## src/rtl/enc8x3_latched.sv

```systemverilog
// enc8x3_latched
//   Registered 8-to-3 priority encoder with rising-edge request latching and a
//   Valid/Ack handshake. Rising edges on D are captured into a pending register;
//   one pending index is presented on X/Y/Z (X = MSB) until acknowledged.
//
// Ports:
//   Clk    in   system clock, rising edge
//   Rst_n  in   asynchronous active-low reset
//   D      in   [7:0] request lines
//   Ack    in   consumer acknowledge, level-sampled
//   X,Y,Z  out  encoded index of the presented request (X = MSB)
//   Valid  out  X/Y/Z are meaningful
//   Pend   out  [7:0] pending register
//   Ovf    out  sticky overrun flag (cleared only by reset)
//
// Configuration:
//   ENC_ROUND_ROBIN_EN  defined: rotating priority, search starts one above the
//                       last granted index (pointer resets to 7).
//                       undefined: fixed priority, D[7] highest.

module enc8x3_latched (
  input  logic       Clk,
  input  logic       Rst_n,
  input  logic [7:0] D,
  input  logic       Ack,
  output logic       X,
  output logic       Y,
  output logic       Z,
  output logic       Valid,
  output logic [7:0] Pend,
  output logic       Ovf
);

  typedef enum logic {
    IDLE,
    PRESENT
  } state_t;

  state_t     state_q, state_d;
  logic [7:0] d_q;
  logic [7:0] pend_q, pend_d;
  logic [7:0] rise;
  logic [7:0] clr;
  logic [2:0] idx_q, idx_d;
  logic [2:0] sel;
  logic       grant;
  logic       ovf_q;

  assign rise   = D & ~d_q;
  // Set wins over clear when a bit re-rises on the edge it is acknowledged.
  assign pend_d = (pend_q & ~clr) | rise;

`ifdef ENC_ROUND_ROBIN_EN
  logic [2:0] last_q;

  // Walk candidates from farthest to nearest so the nearest pending bit above
  // last_q overwrites; offset 8 wraps to last_q itself (lowest priority).
  always_comb begin
    logic [2:0] cand;
    sel  = '0;
    cand = '0;
    for (int unsigned k = 8; k > 0; k--) begin
      cand = last_q + 3'(k);
      if (pend_q[cand]) sel = cand;
    end
  end

  always_ff @(posedge Clk or negedge Rst_n) begin
    if (!Rst_n)     last_q <= 3'd7;
    else if (grant) last_q <= sel;
  end
`else
  // Ascending scan: the highest pending bit is the last to assign.
  always_comb begin
    sel = '0;
    for (int unsigned i = 0; i < 8; i++) begin
      if (pend_q[i]) sel = 3'(i);
    end
  end
`endif

  always_comb begin
    state_d = state_q;
    idx_d   = idx_q;
    clr     = '0;
    grant   = 1'b0;
    case (state_q)
      IDLE: begin
        if (|pend_q) begin
          idx_d   = sel;
          grant   = 1'b1;
          state_d = PRESENT;
        end
      end
      PRESENT: begin
        if (Ack) begin
          clr     = 8'b0000_0001 << idx_q;
          state_d = IDLE;
        end
      end
      default: state_d = IDLE;
    endcase
  end

  always_ff @(posedge Clk or negedge Rst_n) begin
    if (!Rst_n) state_q <= IDLE;
    else        state_q <= state_d;
  end

  always_ff @(posedge Clk or negedge Rst_n) begin
    if (!Rst_n) begin
      d_q    <= '0;
      pend_q <= '0;
      idx_q  <= '0;
      ovf_q  <= 1'b0;
    end else begin
      d_q    <= D;
      pend_q <= pend_d;
      idx_q  <= idx_d;
      ovf_q  <= ovf_q | (|(rise & pend_q & ~clr));
    end
  end

  assign {X, Y, Z} = idx_q;
  assign Valid     = (state_q == PRESENT);
  assign Pend      = pend_q;
  assign Ovf       = ovf_q;

endmodule

```

## config.mk

```make
export PLATFORM = sky130hd
export DESIGN_NAME = enc8x3_latched
export DESIGN_NICKNAME = d
export VERILOG_FILES = /design/src/rtl/enc8x3_latched.sv
export SDC_FILE = /design/constraint.sdc
export NUM_CORES = 1
export LEC_CHECK = 0
export CORE_UTILIZATION = 40
export DETAILED_ROUTE_END_ITERATION = 10
export PLACE_DENSITY = 0.65
export SETUP_SLACK_MARGIN = 0.4
export SLEW_MARGIN = 20
export SYNTH_ARGS = -nofsm -noshare
export SYNTH_HDL_FRONTEND = slang
export SYNTH_SLANG_ARGS = --single-unit
```

## constraint.sdc

```tcl
create_clock -name Clk -period 2.71 [get_ports Clk]
set_input_delay 0.542 -clock Clk [delete_from_list [all_inputs] [get_ports Clk]]
set_output_delay 0.542 -clock Clk [all_outputs]
set_load 0.01 [all_outputs]
```

* Word-level counts from Yosys, hierarchy flattened
Index checks and enable logic that the tools add are counted.
** Word-level totals
- Register bits :: 21
- Bits in latches :: 0
- RAM bits :: 0
- Bits in read-only memories :: 0
- Input bits :: 11
- Output and inout port bits :: 13
- Word-level logic and storage cells :: 30
- Memories :: 0
** Cells by class
- $add $sub $neg :: 0
- Multiply operators :: 0
- Div/mod/pow operators :: 0
- Order comparisons :: 0
- Equality and inequality tests :: 0
- Shifts and indexed selects :: 1
- Muxes and demuxes :: 12
- Bitwise gates (word level) :: 9
- Reduce and logical (&&, ||, !) cells :: 3
** Operators by type and width (count)
- 8-bit AND :: 4
- 8-bit 2-to-1 mux :: 2
- 8-bit inverter :: 2
- 8-bit OR reduction :: 2
- 3-bit 2-to-1 mux :: 4
- 8-bit bitwise OR :: 1
- 1-bit by 3-bit << shifter with 8-bit output, first input constant :: 1
- 2-bit 2-to-1 mux :: 2
- 1-bit 2-to-1 mux :: 3
- 1-bit one-hot mux with 2 select lines :: 1
- 2-bit AND reduction :: 1
- 1-bit inverter :: 1
- 1-bit bitwise OR :: 1

* Depth between registers and ports, before layout
Gate-level depths: netlist (run 1).
- Depth in word-level cells :: 7
- Mapped depth :: 5

* Worst setup path before layout (run 1)
Ideal clock, no wire load.
- Path kind :: register -> register
- Start point :: register idx_q[1]
- End point :: register ovf_q, in the netlist Ovf
- Data arrival time :: 1.303 ns
- Data required time :: 2.574 ns
- Setup slack :: 1.271 ns
- Cell stages (with the launch flop) :: 5
- Path buffers :: 0
- Cells stage by stage :: dfrtp_1 > and2b_1 > or3b_1 > a41oi_2 > nand4_1
** Between the ends
- Cells in the longest elaborated chain, start to end :: 7
** Ends and longest elaborated chain
- start: declaration :: line 44 : logic [2:0] idx_q, idx_d;
- start signal: assignment :: line 119 : idx_q <= idx_d;
- 1-bit by 3-bit << shifter with 8-bit output :: line 97 : clr = 8'b0000_0001 << idx_q;
- 8-bit 2-to-1 mux :: line 96 : if (Ack) begin
- 8-bit 2-to-1 mux :: line 87 : case (state_q)
- 8-bit inverter :: line 120 : ovf_q <= ovf_q | (|(rise & pend_q & ~clr));
- 8-bit AND :: line 120
- 8-bit OR reduction :: line 120
- 1-bit bitwise OR :: line 120
- end signal: assignment :: line 120
- end: declaration :: line 47 : logic ovf_q;
No other way between the ends.
A chain may end at the register's enable or synchronous reset.

* Final worst setup path (run 1)
- Start point :: register idx_q[2]
- End point :: output X
** RTL lines
- end: declaration :: line 26 : output logic X,
No word-level cell between the ends.

==> metrics.txt, run 1 <==
Psw 0.322 mW; Crit. End Element primary output; Lkg Pwr 0.526 nW; area leader, netlist dfrtp_1; GRT Util Overall 17.4%; vias 770; final clock skew 0.00137 ns; DR WL/cell 13.4 microns; Skew-Pair Late Insertion Delay 0.30 ns; crit share post-route 72.5%; Post-DRT Antenna Nets 0; worst min-delay path category reg -> reg; commonest non-fill, non-tap cell in the layout clkdlybuf4s50_1; DIE WIDTH 50.6 microns; Logic pwr share 33.0%; first-pass GRT wire length 3300 microns; H-tree depth 1; initial DRC count 14; quantity of gates resized following cts 0; vias in the first global route 702; Num CTS Buffers 3; pin count of the biggest net entering global routing 22; final setup fails 0; critical path cell sequence clkdlybuf4s50_1; Syn Nets 100; Total Power 0.914 mW; Rel. slew slack 72.0%; setup TNS 0 ns; Mapped Cells 89; io pins 24; Pwr Density 745 nW/um^2; clock share of power 15.9%; fillers 203; Port Buffers 23; vias per cell 5.38; core box area 2210 sq um; # diodes 0; max incr delay on CP 0.59 ns; Routed WL 1920 microns; cell depth of the worst hold path 1; hold violation count in the final report 0; top area cells in the synthesized netlist dfrtp_1 (56%), inv_1 (3.6%), a31oi_1 (2.6%), o21ai_0 (2.6%), nand2_1 (2.4%); maxcap violations 0; Post-route DRC 0; CTS max path bufs 2; initial antenna violation count 0; sequential fraction of the synthesis area 55.6%; root buffer cell clkbuf_4; die height 50.6 microns; Initial Util 42.8%; most frequent cells in the layout clkdlybuf4s50_1 (23), dfrtp_1 (21), inv_1 (9), nand2_1 (6); CP arrival 1.42 ns; critical path depth 1; DIE AREA 2560 sq um; layout cells sized above 1 9.57%; CTS Hold Bufs 0; power share of the sequential group 51.1%; R2R cell count 4; iteration count of the initial detailed-routing pass 4; unique cell type count in the Yosys netlist 33; Clock transition at path regs 0.11 ns; worst endpoint required time 2.17 ns; Syn Area/Cell 10.6 sq um; Area growth, synth to finish 29.8%; switching share of power 35.2%; Ys Warns 0; Final HPWL DP 1450 microns; Final Slew Violations 0; WP buf/inv 1; Pint 0.592 mW; RSZ-0062 raised after global routing false; CP Class reg -> out; Crit-path slowest cell clkdlybuf4s50_1; fin crit period 1.97 ns; Mapped Area 946 sq um; Worst-Margin Slew 0.416 ns; FMAX 509 MHz; clock sinks 21; IR Drop Worst-Case VDD 0.490 mV; critical path peak fanout 8; CTS tree yes; Post-CTS Setup Repair Bufs 0; outcome finished, final reports clean; Site Rows 17; gpl congestion 0.798; top cell type's share of synthesized area 55.6%; #FFs+latches synth 21; final net count 127; top cell family by delay on the critical path buffers and inverters; Critical Path Start Type register; overflow left after global routing 0
## power by group through the flow
stage	logic, mW	clock network, mW	registers [mW]
CTS	0.303	0.153	0.467
floorplan	0.167	0	0.460
global placement	0.299	0	0.472
finish	0.301	0.145	0.467
detailed placement	0.301	0	0.474
global route	0.330	0.166	0.479
## final cells by class
type / count / area, sq um / share of cell area (%)
clock buffers: 3 / 22.5 / 1.83
clock inverters: 1 / 5.00 / 0.408
inverters: 9 / 33.8 / 2.75
multi-input cells: 57 / 368 / 30.0
flip-flops and latches: 21 / 526 / 42.8
well taps: 28 / 35.0 / 2.85
repair buffers: 24 / 238 / 19.4
## cell families after synthesis
| logic type | synth area share (%) |
|---|---|
| compound gates | 17.3 |
| buf+inv | 5.56 |
| flops | 55.6 |
| simple gates | 21.6 |
## worst paths after layout
kind	to	slack, ns	from
setup / recovery	X	0.74	idx_q[2]
hold / removal	Pend[3]	0.46	d_q[3]
setup reg to reg	Ovf	1.19	idx_q[1]
hold reg to reg	Pend[3]	0.46	d_q[3]
max in group asynchronous	Ovf	1.93	Rst_n
min in group asynchronous	d_q[7]	0.57	Rst_n
## flip-flops by register name (all words and copies together) (netlist names)
name,flops
Pend,8
Valid,1
idx_q,3
d_q,8
Ovf,1
## per-stage QoR
stage	instances	setup WS, ns	util, %	area, sq um	hold WS, ns
finish	143	0.745	55.5	1230	0.465
detailed placement	139	0.638	54.2	1200	0.451
CTS	143	0.739	55.5	1230	0.470
floorplan	89	1.27	-	946	0.246
global route	143	0.686	55.5	1230	0.482
global placement	139	0.670	54.2	1200	0.432
## layer usage
metal  routed length, microns  track usage, %
met1                      924            23.6
met2                      848            26.4
met4                       12            4.17
met3                      136            6.36
met5                        0               0
## synthesized netlist by cell type (all sizes together)
master and number:
nor2b 2, o22ai 1, o21bai 1, o2111a 1
and3b 2, dfrtp 21, a41oi 1, nand4b 1
a22o 1, nand2b 2, nor3 2, nand4 2
o311a 1, and2b 2, buf 2, a31oi 4
a21o 2, a21oi 4, nor4 3, o21ai 5
nand3 2, nand2 7, o31ai 1, inv 9
o2bb2ai 1, nand3b 3, or3b 1, nor2 5
No activity file was read; power rests on OpenSTA's default activity.
==> run 2: changes to the inputs <==
- clock period: 2.71 -> 2 ns (I/O delays scaled with it)
==> run 2 against run 1 <==
- final cell count up 8.4%
- largest power group is now combinational cells
- flip-flop and latch count unchanged
- critical endpoint is now Ovf
- clock-buffer cell count rose by 1
- sequential power is 16% higher
- critical path depth increased by 4
- clock skew up 0.0091 ns
- worst setup slack got worse by 0.30 ns
==> metrics.txt, run 2 (same netlist as run 1, synthesis figures left out) <==
Total Power 1.34 mW (was 0.914 mW); final setup margin 0.442 ns (was 0.745 ns); worst endpoint required time 2.20 ns (was 2.17 ns); Initial Util 42.8% (unchanged); crit share post-route 77.9%; worst min-delay path category in -> async (was reg -> reg); final clock skew 0.0105 ns (was 0.00137 ns); critical path peak fanout 6 (was 8); first-pass GRT wire length 3630 microns (was 3300 microns); DIE WIDTH 50.6 microns (unchanged); RSZ-0062 raised after global routing true (was false); H-tree depth 1 (unchanged); clock sinks 21 (unchanged); vias 798 (was 770); die height 50.6 microns (unchanged); Port Buffers 23 (unchanged); Final Slew Violations 0 (unchanged); layout cells sized above 1 23.6% (was 9.57%); vias per cell 5.15 (was 5.38); Critical Path Start Type register (unchanged); Worst setup startpoint idx_q[1] (was idx_q[2]); final setup fails 0 (unchanged); hold violation count in the final report 0 (unchanged); DIE AREA 2560 sq um (unchanged); fin util 60.1% (was 55.5%); Max Used Layer met4 (unchanged); FMAX 642 MHz; Site Rows 17 (unchanged); IR Drop Worst-Case VDD 0.576 mV (was 0.490 mV); fillers 215 (was 203); initial antenna violation count 0 (unchanged); Num CTS Buffers 3 (unchanged); CTS max path bufs 2 (unchanged); initial DRC count 25 (was 14); gpl congestion 0.788 (was 0.798); iteration count of the initial detailed-routing pass 4 (unchanged); Area growth, synth to finish 40.6% (was 29.8%); Routed WL 2180 microns (was 1920 microns); r2r startpoint idx_q[1] (unchanged); most frequent cells in the layout dfrtp_1 (15), buf_4 (13), dlygate4sd2_1 (10), inv_1 (9), clkdlybuf4s50_1 (9) (was clkdlybuf4s50_1 (23), dfrtp_1 (21), inv_1 (9), nand2_1 (6)); Met2 Routed Length 970 microns (was 848 microns); maxcap violations 0 (unchanged); # diodes 0 (unchanged); Clock transition at path regs 0.12 ns (was 0.11 ns); Lkg Pwr 0.581 nW (was 0.526 nW); pin count of the biggest net entering global routing 22 (unchanged); io pins 24 (unchanged); Worst-Margin Slew 0.347 ns (was 0.416 ns); fin crit period 1.56 ns; CP arrival 1.76 ns (was 1.42 ns); Skew-Pair Late Insertion Delay 0.31 ns (was 0.30 ns); worst slack, placed 0.0741 ns (was 0.638 ns); GRT Util Overall 19.4% (was 17.4%); CTS tree yes (unchanged); final net count 139 (was 127); M1 WL 1060 microns (was 924 microns); overflow left after global routing 0 (unchanged); outcome finished, final reports clean (unchanged); setup TNS 0 ns (unchanged); met3 wire len 111 microns (was 136 microns); DR WL/cell 14.1 microns (was 13.4 microns); root buffer cell clkbuf_4 (unchanged); commonest non-fill, non-tap cell in the layout dfrtp_1 (was clkdlybuf4s50_1); Post-DRT Antenna Nets 0 (unchanged); CP Class reg -> reg (was reg -> out); Post-route DRC 0 (unchanged); core box area 2210 sq um (unchanged); vias in the first global route 775 (was 702); Crit. End Element register (was primary output); Pwr Density 1000 nW/um^2 (was 745 nW/um^2); Final HPWL DP 1480 microns (was 1450 microns); Rel. slew slack 76.9% (was 72.0%)
## run 2: cell types whose count changed in the layout (fill, tap and decap cells not counted), sizes merged
cell           previous run  this run
clkbuf                    3         4
clkdlybuf4s50            23         9
clkinv                    1         0
buf                       1        13
dlygate4sd2               0        10
dlymetal6s2s              0         4
## run 2: cell type report
class / count / area, sq um / area share, %
Clock buffer: 4 / 26.3 / 1.98
Inverter: 9 / 33.8 / 2.54
Multi-Input combinational cell: 57 / 377 / 28.3
Sequential cell: 21 / 533 / 40.1
Tap cell: 28 / 35.0 / 2.63
Timing Repair Buffer: 36 / 325 / 24.5
## run 2: timing repair
item,CTS,global route
setup endpoints to repair,13,7
resized for setup,16,6
hold buffers,0,0
buffers inserted,12,0
## run 2: layer usage
layer	vias to the layer above	track usage, %
met4	0	6.94
li1	398	-
met2	25	30.9
met5	-	0
met1	371	25.9
met3	4	4.24
## run 2: worst max-delay path, stage by stage, from the launching register on
cell and delay (ns):
dfrtp_2 0.42, buf_4 0.15, and2b_1 0.21, or3b_4 0.38, a41oi_2 0.19, nand4_1 0.10
## run 2: metrics by stage
stage | std cells | hold WS, ns | cell area, sq um
finish | 155 | 0.421 | 1330
global route | 155 | 0.441 | 1330
CTS | 155 | 0.431 | 1310
detailed placement | 139 | 0.452 | 1200
global placement | 139 | 0.432 | 1200
floorplan | 89 | 0.104 | 946
## run 2: power by group
group	switching (mW)	total [mW]	internal (mW)	leakage (nW)
Clock	0.131	0.208	0.0779	0.0150
Sequential	0.0364	0.544	0.508	0.214
Combinational	0.308	0.583	0.275	0.351
## run 2: path summary, 6_finish.rpt
path / endpoint / cells after the start / slack (ns)
setup / recovery: Ovf / 5 / 0.44
hold / removal: Pend[1] / 2 / 0.42
setup reg to reg: Ovf / 5 / 0.44
hold reg to reg: Pend[3] / 1 / 0.47
max in group asynchronous: idx_q[1] / 2 / 1.34
min in group Clk: Pend[3] / 1 / 0.47
==> run 3: changes to the inputs <==
- PLACE_DENSITY: 0.65 -> 0.68
- clock period: 2 -> 1.4 ns (I/O delays scaled with it)
==> run 3 against run 2 <==
- the flow now finishes with violations (negative setup slack)
- critical path depth unchanged
- clock skew decreased by 0.0096 ns
- global-route usage up 5.0 points
- clock-buffer cell count unchanged
- final cell count increased by 17%
- worst setup slack worse by 0.61 ns
- utilization grew 17 points
- wire length is 42% higher
- hold slack got worse by 0.12 ns
- via count rose by 24%
- critical endpoint unchanged
==> metrics.txt, run 3 (same netlist as run 1, synthesis figures left out) <==
outcome finished with violations (was finished, final reports clean); initial antenna violation count 0 (unchanged); initial DRC count 13 (was 25); pin count of the biggest net entering global routing 22 (unchanged); GRT Util Overall 24.4% (was 19.4%); Routed WL 3080 microns (was 2180 microns); vias 988 (was 798); power share of the sequential group 30.1% (was 40.8%); failing checks negative setup slack; Psw 0.964 mW (was 0.474 mW); final setup margin -0.168 ns (was 0.442 ns); CP Class reg -> reg (unchanged); Skew-Pair Late Insertion Delay 0.31 ns (about the same); CTS max path bufs 2 (unchanged); fin util 77.1% (was 60.1%); Worst-Margin Slew 0.302 ns (was 0.347 ns); Rel. slew slack 79.7% (was 76.9%); CTS Hold Bufs 0 (unchanged); most frequent cells in the layout buf_6 (25), buf_4 (21), dfrtp_1 (17), inv_1 (9), clkdlybuf4s50_1 (9) (was dfrtp_1 (15), buf_4 (13), dlygate4sd2_1 (10), inv_1 (9), clkdlybuf4s50_1 (9)); Initial Util 42.8% (unchanged); DIE AREA 2560 sq um (unchanged); core box area 2210 sq um (unchanged); fillers 134 (was 215); RSZ-0062 raised after global routing true (unchanged); Lkg Pwr 0.802 nW (was 0.581 nW); die height 50.6 microns (unchanged); Num CTS Buffers 3 (unchanged); Area growth, synth to finish 80.3% (was 40.6%); Critical Path Start Type register (unchanged); iteration count of the initial detailed-routing pass 4 (unchanged); switching share of power 36.1% (was 35.5%); Post-route DRC 0 (unchanged); FMAX 638 MHz (was 642 MHz); Pwr Density 1570 nW/um^2 (was 1000 nW/um^2); worst min-delay path category in -> async (unchanged); fin crit period 1.57 ns (was 1.56 ns); vias per cell 5.43 (was 5.15); gpl congestion 0.864 (was 0.788); IR Drop Worst-Case VDD 0.893 mV (was 0.576 mV); worst endpoint required time 1.59 ns (was 2.20 ns); area of the multi-input gates 477 sq um (was 377 sq um); clock share of power 11.2% (was 15.6%); clock sinks 21 (unchanged); Final HPWL DP 1640 microns (was 1480 microns); crit share post-route 112% (was 77.9%); Logic pwr share 58.7% (was 43.6%); Port Buffers 23 (unchanged); hold violation count in the final report 0 (unchanged); Site Rows 17 (unchanged); maxcap violations 0 (unchanged); Final Slew Violations 0 (unchanged); CTS tree yes (unchanged); # diodes 0 (unchanged); first-pass GRT wire length 4510 microns (was 3630 microns); final net count 166 (was 139); Pint 1.71 mW (was 0.861 mW); CP arrival 1.76 ns (about the same); critical path peak fanout 3 (was 6); H-tree depth 1 (unchanged); DIE WIDTH 50.6 microns (unchanged); Post-DRT Antenna Nets 0 (unchanged); final clock skew 0.000916 ns (was 0.0105 ns); Total Power 2.67 mW (was 1.34 mW); final setup fails 4 (was 0); vias in the first global route 994 (was 775); layout cells sized above 1 53.2% (was 23.6%); io pins 24 (unchanged); Crit. End Element register (unchanged); overflow left after global routing 0 (unchanged); DR WL/cell 16.9 microns (was 14.1 microns); Clock transition at path regs 0.12 ns (about the same); root buffer cell clkbuf_4 (unchanged); commonest non-fill, non-tap cell in the layout buf_6 (was dfrtp_1); FF+latch area 531 sq um (was 533 sq um)
-- run 3: cell types whose count changed in the layout (fill, tap and decap cells not counted), moves of 3 or more --
cell	previous run	this run
nand2_4	1	4
nand2_1	6	1
buf_6	0	25
o21ai_1	0	4
buf_2	0	5
o21ai_0	5	0
dlygate4sd2_1	10	1
buf_4	13	21
dlymetal6s2s_1	4	0
-- run 3: power by group through the flow --
stage	combinational, mW	clock [mW]	sequential [mW]
after global routing	1.64	0.331	0.815
after floorplan	0.344	0	0.913
after detailed placement	0.734	0	0.922
after global placement	0.719	0	0.910
after CTS	1.33	0.297	0.796
final	1.57	0.299	0.805
-- run 3: metal layers --
layer | share of wire [%] | wire length, microns | GRT usage (%)
met5 | 0 | 0 | 0
met4 | 3.6 | 111 | 13.4
met3 | 4.8 | 149 | 5.15
met2 | 53 | 1640 | 41.1
met1 | 38 | 1180 | 28.7
-- run 3: final timing paths --
kind	startpoint	endpoint	slack, ns	depth (start not counted)
max in group asynchronous	Rst_n	Pend[6]	0.87	2
min in group Clk	D[2]	d_q[2]	0.42	1
worst min-delay path	Rst_n	Pend[5]	0.30	2
worst min register to register	d_q[1]	Pend[1]	0.46	1
worst max-delay path	idx_q[1]	Ovf	-0.17	5
worst max register to register	idx_q[1]	Ovf	-0.17	5
-- run 3: area by class of cell --
class / count / share of cell area [%]
multi-input cells: 57 / 28.0
clock buffers: 4 / 1.54
flip-flops and latches: 21 / 31.1
inverters: 9 / 1.98
well taps: 28 / 2.05
repair buffers: 63 / 35.4
-- run 3: worst max-delay path: stages (launching register included) --
cell and delay (ns):
dfrtp_2 0.44, buf_6 0.13, and2b_1 0.21, or3b_4 0.40
a41oi_2 0.17, nand4_1 0.10
-- run 3: what timing repair did --
action | in CTS | in global routing
setup endpoints to repair | 26 | 26
gates resized for setup | 90 | 14
pin swaps | 11 | 7
buffers inserted | 23 | 5
gates cloned | 0 | 0
-- run 3: through the flow --
step           instances  hold slack (ns)  setup slack (ns)  instance area (sq um)  setup TNS, ns
2_1_floorplan         89          -0.0156          -0.00172                    975       -0.00172
3_3_place_gp         150            0.436            -0.363                   1310          -1.35
3_5_place_dp         150            0.447            -0.442                   1310          -1.60
4_1_cts              177            0.310           -0.0849                   1610         -0.149
5_1_grt              182            0.335            -0.191                   1710         -0.462
6_report             182            0.299            -0.168                   1710         -0.299
